--- src/rtl/module_muldiv_sequencer_pkg.sv ---
// Shared definitions for the multiply/divide sequencer.
// Holds the ALU op encodings (shared with the main datapath ALU control),
// the sequencer state encoding, the MULTU/DIVU op select values and the
// HI/LO register control codes.
package module_muldiv_sequencer_pkg;

  // ALU op encodings {binvert, op1, op0}
  localparam logic [2:0] ALU_AND = 3'b000;
  localparam logic [2:0] ALU_OR  = 3'b001;
  localparam logic [2:0] ALU_ADD = 3'b010;
  localparam logic [2:0] ALU_SUB = 3'b110;
  localparam logic [2:0] ALU_SLT = 3'b111;

  // Operation select sampled with start
  localparam logic OP_MULTU = 1'b0;
  localparam logic OP_DIVU  = 1'b1;

  typedef enum logic [1:0] {
    ST_IDLE = 2'd0,
    ST_RUN  = 2'd1,
    ST_DONE = 2'd2
  } state_e;

  // HI/LO register controls
  typedef enum logic [1:0] {
    HL_HOLD = 2'd0,
    HL_LOAD = 2'd1,
    HL_SHR  = 2'd2,
    HL_SHL  = 2'd3
  } hl_ctl_e;

endpackage

--- src/rtl/module_muldiv_sequencer_hilo_reg.sv ---
// HI/LO result register pair (2 x WIDTH) with synchronous active-low clear.
// Ports:
//   clk, rst_n   : clock, synchronous active-low clear
//   ctl          : HOLD / LOAD / SHR / SHL
//   hi_d, lo_d   : load values; hi_d is also the new upper word for shifts
//   msb_d        : bit shifted into hi[WIDTH-1] on SHR (multiply carry)
//   bit_d        : bit shifted into lo[0] on SHL (quotient bit)
//   hi, lo       : register contents
module module_hilo_reg
  import module_muldiv_sequencer_pkg::*;
#(
  parameter int WIDTH = 32
) (
  input  logic             clk,
  input  logic             rst_n,
  input  hl_ctl_e          ctl,
  input  logic [WIDTH-1:0] hi_d,
  input  logic [WIDTH-1:0] lo_d,
  input  logic             msb_d,
  input  logic             bit_d,
  output logic [WIDTH-1:0] hi,
  output logic [WIDTH-1:0] lo
);

  logic [WIDTH-1:0] hi_r;
  logic [WIDTH-1:0] lo_r;

  // HI/LO update: SHR shifts {msb_d, hi_d, lo} right by one,
  // SHL replaces hi and shifts a new bit into the bottom of lo.
  always_ff @(posedge clk) begin
    if (!rst_n) begin
      hi_r <= '0;
      lo_r <= '0;
    end else begin
      case (ctl)
        HL_LOAD: begin
          hi_r <= hi_d;
          lo_r <= lo_d;
        end
        HL_SHR: begin
          hi_r <= {msb_d, hi_d[WIDTH-1:1]};
          lo_r <= {hi_d[0], lo_r[WIDTH-1:1]};
        end
        HL_SHL: begin
          hi_r <= hi_d;
          lo_r <= {lo_r[WIDTH-2:0], bit_d};
        end
        default: begin
          hi_r <= hi_r;
          lo_r <= lo_r;
        end
      endcase
    end
  end

  assign hi = hi_r;
  assign lo = lo_r;

endmodule

--- src/rtl/module_muldiv_sequencer.sv ---
// Multi-cycle MULTU/DIVU sequencer that borrows the shared ripple ALU.
// One shift-add (MULTU) or restoring shift-subtract (DIVU) step per RUN
// cycle, WIDTH steps per operation; the ALU is driven combinationally
// from the registered HI/LO/operand state and its result captured at the
// next edge.
// Ports:
//   clk, rst_n          : clock, synchronous active-low reset
//   start, op           : request pulse (IDLE only), 0=MULTU 1=DIVU
//   rs_val, rt_val      : operands, sampled with start
//   alu_r, alu_cout     : ALU result and MSB carry-out
//   alu_a, alu_b, aluop : ALU operands and op while running
//   alu_req, busy       : high in RUN
//   done                : one-cycle completion pulse
//   div0                : last DIVU had a zero divisor (sticky)
//   hi, lo              : result registers
module module_muldiv_sequencer
  import module_muldiv_sequencer_pkg::*;
#(
  parameter int WIDTH = 32,
  parameter int CNT_W = 5
) (
  input  logic             clk,
  input  logic             rst_n,
  input  logic             start,
  input  logic             op,
  input  logic [WIDTH-1:0] rs_val,
  input  logic [WIDTH-1:0] rt_val,
  input  logic [WIDTH-1:0] alu_r,
  input  logic             alu_cout,
  output logic [WIDTH-1:0] alu_a,
  output logic [WIDTH-1:0] alu_b,
  output logic [2:0]       aluop,
  output logic             alu_req,
  output logic             busy,
  output logic             done,
  output logic             div0,
  output logic [WIDTH-1:0] hi,
  output logic [WIDTH-1:0] lo
);

  state_e           state_r, state_s;
  logic [CNT_W-1:0] count_r;
  logic             op_r;
  logic [WIDTH-1:0] operand_r;
  logic             div0_r;

  hl_ctl_e          hl_ctl_s;
  logic [WIDTH-1:0] hl_hi_d_s, hl_lo_d_s;
  logic             hl_msb_s, hl_bit_s;
  logic [WIDTH-1:0] hi_s, lo_s;

  // Divide step: remainder shifted left with the next dividend bit; the
  // bit that falls off the top means the remainder certainly exceeds the
  // divisor.
  logic [WIDTH-1:0] div_t_s;
  logic             div_m_s;
  assign div_t_s = {hi_s[WIDTH-2:0], lo_s[WIDTH-1]};
  assign div_m_s = hi_s[WIDTH-1];

  // State, counter, operand and divide-by-zero registers.
  always_ff @(posedge clk) begin
    if (!rst_n) begin
      state_r   <= ST_IDLE;
      count_r   <= '0;
      op_r      <= OP_MULTU;
      operand_r <= '0;
      div0_r    <= 1'b0;
    end else begin
      state_r <= state_s;
      case (state_r)
        ST_IDLE: begin
          if (start) begin
            op_r      <= op;
            operand_r <= (op == OP_DIVU) ? rt_val : rs_val;
            count_r   <= '0;
            div0_r    <= (op == OP_DIVU) && (rt_val == '0);
          end else begin
            count_r <= count_r;
          end
        end
        ST_RUN:  count_r <= count_r + {{(CNT_W-1){1'b0}}, 1'b1};
        default: count_r <= count_r;
      endcase
    end
  end

  // Next state, ALU drive and HI/LO control.
  always_comb begin
    state_s   = state_r;
    alu_a     = '0;
    alu_b     = '0;
    aluop     = ALU_AND;
    hl_ctl_s  = HL_HOLD;
    hl_hi_d_s = hi_s;
    hl_lo_d_s = lo_s;
    hl_msb_s  = 1'b0;
    hl_bit_s  = 1'b0;
    case (state_r)
      ST_IDLE: begin
        if (start) begin
          state_s   = ST_RUN;
          hl_ctl_s  = HL_LOAD;
          hl_hi_d_s = '0;
          hl_lo_d_s = (op == OP_DIVU) ? rs_val : rt_val;
        end else begin
          state_s = ST_IDLE;
        end
      end
      ST_RUN: begin
        alu_b = operand_r;
        if (op_r == OP_MULTU) begin
          alu_a    = hi_s;
          aluop    = ALU_ADD;
          hl_ctl_s = HL_SHR;
          if (lo_s[0]) begin
            hl_msb_s  = alu_cout;
            hl_hi_d_s = alu_r;
          end else begin
            hl_msb_s  = 1'b0;
            hl_hi_d_s = hi_s;
          end
        end else begin
          alu_a    = div_t_s;
          aluop    = ALU_SUB;
          hl_ctl_s = HL_SHL;
          // carry-out of a subtract means no borrow
          if (div_m_s || alu_cout) begin
            hl_hi_d_s = alu_r;
            hl_bit_s  = 1'b1;
          end else begin
            hl_hi_d_s = div_t_s;
            hl_bit_s  = 1'b0;
          end
        end
        if (count_r == CNT_W'(WIDTH-1)) begin
          state_s = ST_DONE;
        end else begin
          state_s = ST_RUN;
        end
      end
      ST_DONE: state_s = ST_IDLE;
      default: state_s = ST_IDLE;
    endcase
  end

  module_hilo_reg #(.WIDTH(WIDTH)) u_hilo (
    .clk   (clk),
    .rst_n (rst_n),
    .ctl   (hl_ctl_s),
    .hi_d  (hl_hi_d_s),
    .lo_d  (hl_lo_d_s),
    .msb_d (hl_msb_s),
    .bit_d (hl_bit_s),
    .hi    (hi_s),
    .lo    (lo_s)
  );

  assign busy    = (state_r == ST_RUN);
  assign alu_req = busy;
  assign done    = (state_r == ST_DONE);
  assign div0    = div0_r;
  assign hi      = hi_s;
  assign lo      = lo_s;

endmodule

--- config.mk ---
export PLATFORM = sky130hd
export DESIGN_NAME = module_muldiv_sequencer
export DESIGN_NICKNAME = d
export VERILOG_FILES = /design/src/rtl/module_muldiv_sequencer_pkg.sv /design/src/rtl/module_muldiv_sequencer_hilo_reg.sv /design/src/rtl/module_muldiv_sequencer.sv
export SDC_FILE = /design/constraint.sdc
export NUM_CORES = 1
export LEC_CHECK = 0
export CAP_MARGIN = 20
export CORE_ASPECT_RATIO = 1.1
export CORE_MARGIN = 5
export CORE_UTILIZATION = 40
export CTS_CLUSTER_SIZE = 10
export DETAILED_ROUTE_END_ITERATION = 10
export DONT_BUFFER_PORTS = 1
export SYNTH_ARGS = -nofsm -noshare
export SYNTH_HDL_FRONTEND = slang
export SYNTH_HIERARCHICAL = 1
export SYNTH_SLANG_ARGS = --single-unit
--- constraint.sdc ---
create_clock -name clk -period 2.1 [get_ports clk]
set_input_delay 0.42 -clock clk [delete_from_list [all_inputs] [get_ports clk]]
set_output_delay 0.42 -clock clk [all_outputs]
set_load 0.02 [all_outputs]
==> results of run 1 <==
## cells by family after synthesis
kind of cell             after synthesis  share of synthesized area [%]
AO/OA/AOI/OAI                        228                           20.8
adder cells (fa/ha/maj)                2                          0.316
buffers and inverters                 95                           7.40
flip-flops                           105                           26.5
multiplexers                         224                           30.3
other                                  1                         0.0473
AND/OR/NAND/NOR                      229                           14.6
## layer usage
layer | wire length, µm | vias up | global-route usage (%)
li1 | - | 3236 | -
met2 | 10600 | 195 | 33.4
met5 | 0 | - | 0
met3 | 2060 | 13 | 6.04
met1 | 9470 | 3128 | 24.0
met4 | 271 | 0 | 4.66
## cell usage after synthesis, types with 6 or more instances
cell type  number  area [µm²]
mux2i_1       186        1860
dfxtp_1       105        2100
nor2_1         74         278
a211oi_1       59         443
nand2_1        41         154
buf_2          36         180
nand2b_1       34         213
o21ai_1        34         170
and2_1         32         200
o211a_1        32         320
o22ai_1        32         200
mux2_4         30         450
a21oi_1        27         135
clkbuf_1       27         101
a22o_1         26         228
nor2b_1        26         163
buf_4          14         105
a22oi_1         8        60.1
o2bb2ai_1       6        52.6
## sequential cells by signal, summed over array words and instances, names as in the netlist
| name | cells |
|---|---|
| count_r | 5 |
| u_hilo/hi | 32 |
| u_hilo/lo | 32 |
| div0 | 1 |
| state_r | 2 |
| op_r | 1 |
| operand_r | 32 |
## power breakdown
group	leakage [nW]	internal (mW)	switching (mW)
Combinational	2.80	0.713	0.765
Sequential	0.863	2.13	0.221
Clock	0.143	0.843	0.882
Total	3.80	3.68	1.87
## area by class of cell
class	instances	area, µm²	share of cell area [%]
sequential	105	2110	24.0
inverter	3	18.8	0.214
clock inverter	7	72.6	0.826
clock buffer	9	225	2.56
timing repair inverter	1	6.26	0.0712
tap	252	315	3.59
timing repair buffer	79	754	8.58
multi-input combinational	684	5290	60.2
## what timing repair did
action	CTS	global route
endpoints found under the setup margin	38	62
gates cloned	1	0
setup buffers	2	0
gates resized for setup	11	17
pin swaps	0	0
## worst paths after layout
check                           slack, ns  depth (start not counted)            end          start
worst max register to register       0.20                          7   u_hilo/hi[4]     state_r[1]
worst min register to register       0.49                          2  operand_r[15]  operand_r[15]
worst min-delay path                 0.20                          1     count_r[3]          rst_n
worst max-delay path                 0.11                          4      alu_a[21]           op_r
## through the flow
| stage | instance area (µm²) | total power [mW] | utilization, % |
|---|---|---|---|
| final | 8790 | 5.55 | 44.7 |
| after global routing | 8790 | 5.86 | 44.7 |
| after CTS | 8760 | 5.63 | 44.6 |
| after detailed placement | 8420 | 3.87 | 42.8 |
| after global placement | 8420 | 3.85 | 42.8 |
| after floorplan | 7930 | 3.57 | - |
==> reports/summary.txt, run 1 <==
Worst path required time -> 1.68 ns
Async SR Flop Fraction -> 0%
DRC -> 0
Post-layout net count -> 986
Core Rows -> 54
CTS sink cnt -> 105
Yosys warning total -> 6
Final hold violation count -> 0
Maximum fanout along the worst path -> 21
Final setup TNS -> 0 ns
Synth Register Bits -> 105
Number of flops mapped to enable cells by yosys -> 0
Vias -> 6572
Most used DFF post-synth -> dfxtp_1
Routed WL per cell -> 19.7 µm
Synthesized net count -> 987
Actual slew at the worst max-slew pin -> 0.798 ns
WL final -> 22.4 mm
CTS HTree Levels -> 3
Vias in the first global route -> 6548
Hold buffers post-CTS -> 0
Iteration-0 DRC count of the detailed router -> 345
Mapped Area -> 0.00793 mm²
Gr usage total -> 19.5%
Fin crit share -> 94.6%
Final GP Congestion -> 0.750
Final min period -> 1.99 ns
RSZ-0062 raised after global routing -> false
Fill cells -> 1961
Worst setup margin -> 0.114 ns
Final setup viols -> 0
Initial antenna violation count -> 0
Hold WC Path Type -> primary input to flip-flop
Most common cell after layout, fill and taps aside -> mux2i_1
LEAKAGE -> 3.80 nW
Largest net degree at the start of global routing -> 67
First-pass GRT wire length -> 36.0 mm
Die area -> 0.0227 mm²
F_max -> 504 MHz
Max Cap Viol -> 0
Via density per instance -> 5.76
Non-filler cells in the finished layout -> 1140
Clock-pin slew on the worst setup and hold paths -> 0.08 ns
Max Root-Sink Buffers -> 2
CTS Buf Count -> 9
Crit-path cells -> buf_6 -> mux2i_1 -> nor2_1 -> buf_4
Clock latency at the later pin of the worst-skew pair -> 0.36 ns
Crit path kind -> flip-flop to output pin
Worst rel slew slack -> 46.7%
Peak VDD IR -> 0.367 mV
Area Growth Syn to Fin -> 10.9%
Critical path endpoint category -> output pin
Core ar. -> 0.0197 mm²
DRT antenna net count -> 0
Initial DRT Pass Iterations -> 4
Kind of cell adding the most delay to the critical path -> flip-flops
Initial core utilization -> 40.3%
Diodes inserted -> 0
Worst EP arrival -> 1.57 ns
Outcome -> finished, final reports clean
Final slew viol count -> 0
CP max-delay cell -> dfxtp_4
Fin Clk Skew -> 0.0159 ns
Grt ovf -> 0
DP Worst Slack -> 0.182 ns
IO Pins -> 236
Clk root buf -> clkbuf_16
CTS tree -> yes
Register area share after synthesis -> 26.5%
Die Y -> 158 µm
Worst setup SP type -> flip-flop
Placed Instances -> 1121
Port buffer count -> 0
Fraction of layout instances using a drive strength above 1 -> 18.8%
Post-DP HPWL -> 15.6 mm
Most frequent cells in the layout -> mux2i_1, dfxtp_1, nor2_1
DIE WIDTH -> 144 µm
PD cells -> 631 mW/mm²
WHS -> 0.204 ns
Mapped Cells -> 884
Synth cell types -> 44
CP peak stage delay -> 0.47 ns
Mean Syn Cell Area -> 8.97 µm²
Bufs and invs on worst path -> 2
(Power assumes the default switching activity.)
==> inputs of run 2 (changes only) <==
- CELL_PAD_IN_SITES_DETAIL_PLACEMENT: unset -> 1
- CELL_PAD_IN_SITES_GLOBAL_PLACEMENT: unset -> 2
- CORE_UTILIZATION: 40 -> 38
- PLACE_DENSITY_LB_ADDON: unset -> 0.1
==> run 2 against run 1 <==
Critical endpoint is now alu_a[19]; fmax is essentially flat; routed wire length grew 11%; first-iteration DRC count shrank 35%; register-to-register slack lost 0.07 ns; sequential power is essentially flat; cell area shrank 2.6%; critical path depth shrank 1.
==> reports/summary.txt, run 2 (synthesized netlist as in run 1, its figures left out) <==
Worst path required time -> 1.68 ns (about the same)
Peak VDD IR -> 0.377 mV (+2.7%)
Post-DP HPWL -> 17.7 mm (+13%)
Most common cell after layout, fill and taps aside -> mux2i_1
WHS -> 0.199 ns (-0.00477 ns)
Grt ovf -> 0 (unchanged)
Clock power frac -> 32.2% (+1.1 points)
CP max-delay cell -> dfxtp_4
Port buffer count -> 0 (unchanged)
Die area -> 0.0239 mm² (+4.9%)
Post-layout net count -> 952 (-3.4%)
Non-filler cells in the finished layout -> 1110 (-2.6%)
Fin crit share -> 94.5% (about the same)
Initial antenna violation count -> 0 (unchanged)
Clock latency at the later pin of the worst-skew pair -> 0.35 ns (about the same)
Crit path kind -> flip-flop to output pin
Core Rows -> 55 (+1.9%)
CP peak stage delay -> 0.52 ns (+0.05 ns)
Comb power frac -> 25.7% (-0.9 points)
Fraction of layout instances using a drive strength above 1 -> 16.4% (-2.4 points)
Initial core utilization -> 38.5% (-1.8 points)
Fin util -> 41.6% (-3.1 points)
CTS Buf Count -> 9 (unchanged)
Kind of cell adding the most delay to the critical path -> flip-flops
Via density per instance -> 6.03 (+4.6%)
Worst setup margin -> 0.116 ns (+0.00142 ns)
Most frequent cells in the layout -> mux2i_1, dfxtp_1, nor2_1
Max Root-Sink Buffers -> 2 (unchanged)
IO Pins -> 236 (unchanged)
Worst EP arrival -> 1.56 ns (about the same)
Post-layout power -> 5.63 mW (+1.5%)
Reg2reg setup slack -> 0.13 ns (-0.07 ns)
Switching part of the total -> 32.7% (-0.99 points)
CTS HTree Levels -> 3 (unchanged)
RSZ-0062 raised after global routing -> false
LEAKAGE -> 3.62 nW (-4.9%)
Outcome -> finished, final reports clean
Initial DRT Pass Iterations -> 4 (unchanged)
Final setup viols -> 0 (unchanged)
CTS tree -> yes
F_max -> 504 MHz (about the same)
PD cells -> 658 mW/mm² (+4.2%)
WL final -> 24.9 mm (+11%)
Clk root buf -> clkbuf_16
Final hold violation count -> 0 (unchanged)
Final GP Congestion -> 0.755 (+0.63%)
Footprint of the multi-input gates -> 0.00531 mm² (+0.45%)
Sequential group share of total power -> 42.1% (-0.2 points)
CTS sink cnt -> 105 (unchanged)
Vias in the first global route -> 7051 (+7.7%)
Vias -> 6691 (+1.8%)
Gr usage total -> 20.3% (+0.76 points)
Worst rel slew slack -> 47.0% (+0.24 points)
Hold buffers post-CTS -> 0 (unchanged)
Worst setup SP type -> flip-flop
Largest net degree at the start of global routing -> 67 (unchanged)
Core ar. -> 0.0206 mm² (+4.7%)
Placed Instances -> 1089 (-2.9%)
Final instance area -> 0.00856 mm² (-2.6%)
Bufs and invs on worst path -> 1 (-1)
Fin Clk Skew -> 0.0116 ns (-0.00431 ns)
DP Worst Slack -> 0.0483 ns (-0.134 ns)
DRT antenna net count -> 0 (unchanged)
Register Area -> 0.00211 mm² (unchanged)
Critical path endpoint category -> output pin
Hold WC Path Type -> primary input to flip-flop
Max Cap Viol -> 0 (unchanged)
Internal power -> 3.79 mW (+3.0%)
Final slew viol count -> 0 (unchanged)
Final setup TNS -> 0 ns (unchanged)
Clock-pin slew on the worst setup and hold paths -> 0.08 ns (about the same)
DRC -> 0 (unchanged)
Maximum fanout along the worst path -> 18 (-14%)
DIE WIDTH -> 148 µm (+2.4%)
Diodes inserted -> 0 (unchanged)
DP Area -> 0.00815 mm² (-3.3%)
Actual slew at the worst max-slew pin -> 0.794 ns (-0.00363 ns)
Area Growth Syn to Fin -> 7.97%
First-pass GRT wire length -> 39.5 mm (+9.9%)
Crit-path cells -> buf_4 -> mux2i_1 -> nor2_2
Die Y -> 161 µm (+2.4%)
Routed WL per cell -> 22.4 µm (+14%)
Final min period -> 1.98 ns (-0.00142 ns)
Fill cells -> 2373 (+21%)
Sw power -> 1.84 mW (-1.5%)
Iteration-0 DRC count of the detailed router -> 224 (-35%)
==> run 2: cell types whose count changed in the layout (fill, tap and decap cells not counted), moves of 2 or more <==
cell / previous run / this run
and2_1: 9 / 12
and2_2: 23 / 20
buf_4: 65 / 33
clkbuf_8: 0 / 2
inv_8: 3 / 1
nor2_1: 74 / 63
nor2_2: 0 / 11
==> run 2: timing repair <==
action                                  CTS  global route
gates resized for setup                  33             2
endpoints found under the setup margin   55            55
buffers inserted                          4             1
==> run 2: power by group through the flow <==
| stage | logic (mW) | registers [mW] | clock network [mW] |
|---|---|---|---|
| 6_report | 1.45 | 2.37 | 1.81 |
| 5_1_grt | 1.59 | 2.40 | 1.95 |
| 4_1_cts | 1.46 | 2.37 | 1.87 |
| 3_5_place_dp | 1.43 | 2.42 | 0 |
| 3_3_place_gp | 1.39 | 2.41 | 0 |
| 2_1_floorplan | 1.19 | 2.38 | 0 |
==> run 2: per-layer routing <==
layer	part of all wire (%)	GRT usage [%]
met1	41	23.4
met2	50	36.6
met3	7.7	6.43
met4	0.84	4.28
met5	0	0
==> run 2: path summary, 6_finish.rpt <==
kind / from / to / cells past startpoint
setup / recovery: op_r / alu_a[19] / 3
hold reg to reg: operand_r[25] / operand_r[25] / 2
setup reg to reg: u_hilo/hi[31] / u_hilo/hi[9] / 7
hold / removal: rst_n / u_hilo/hi[22] / 1
==> run 2: cell type report <==
class | instances | share of cell area, %
Timing Repair Buffer | 46 | 5.73
Inverter | 3 | 0.219
Sequential cell | 105 | 24.6
Clock buffer | 12 | 3.00
Multi-Input combinational cell | 684 | 62.1
Clock inverter | 4 | 0.599
Tap cell | 256 | 3.74
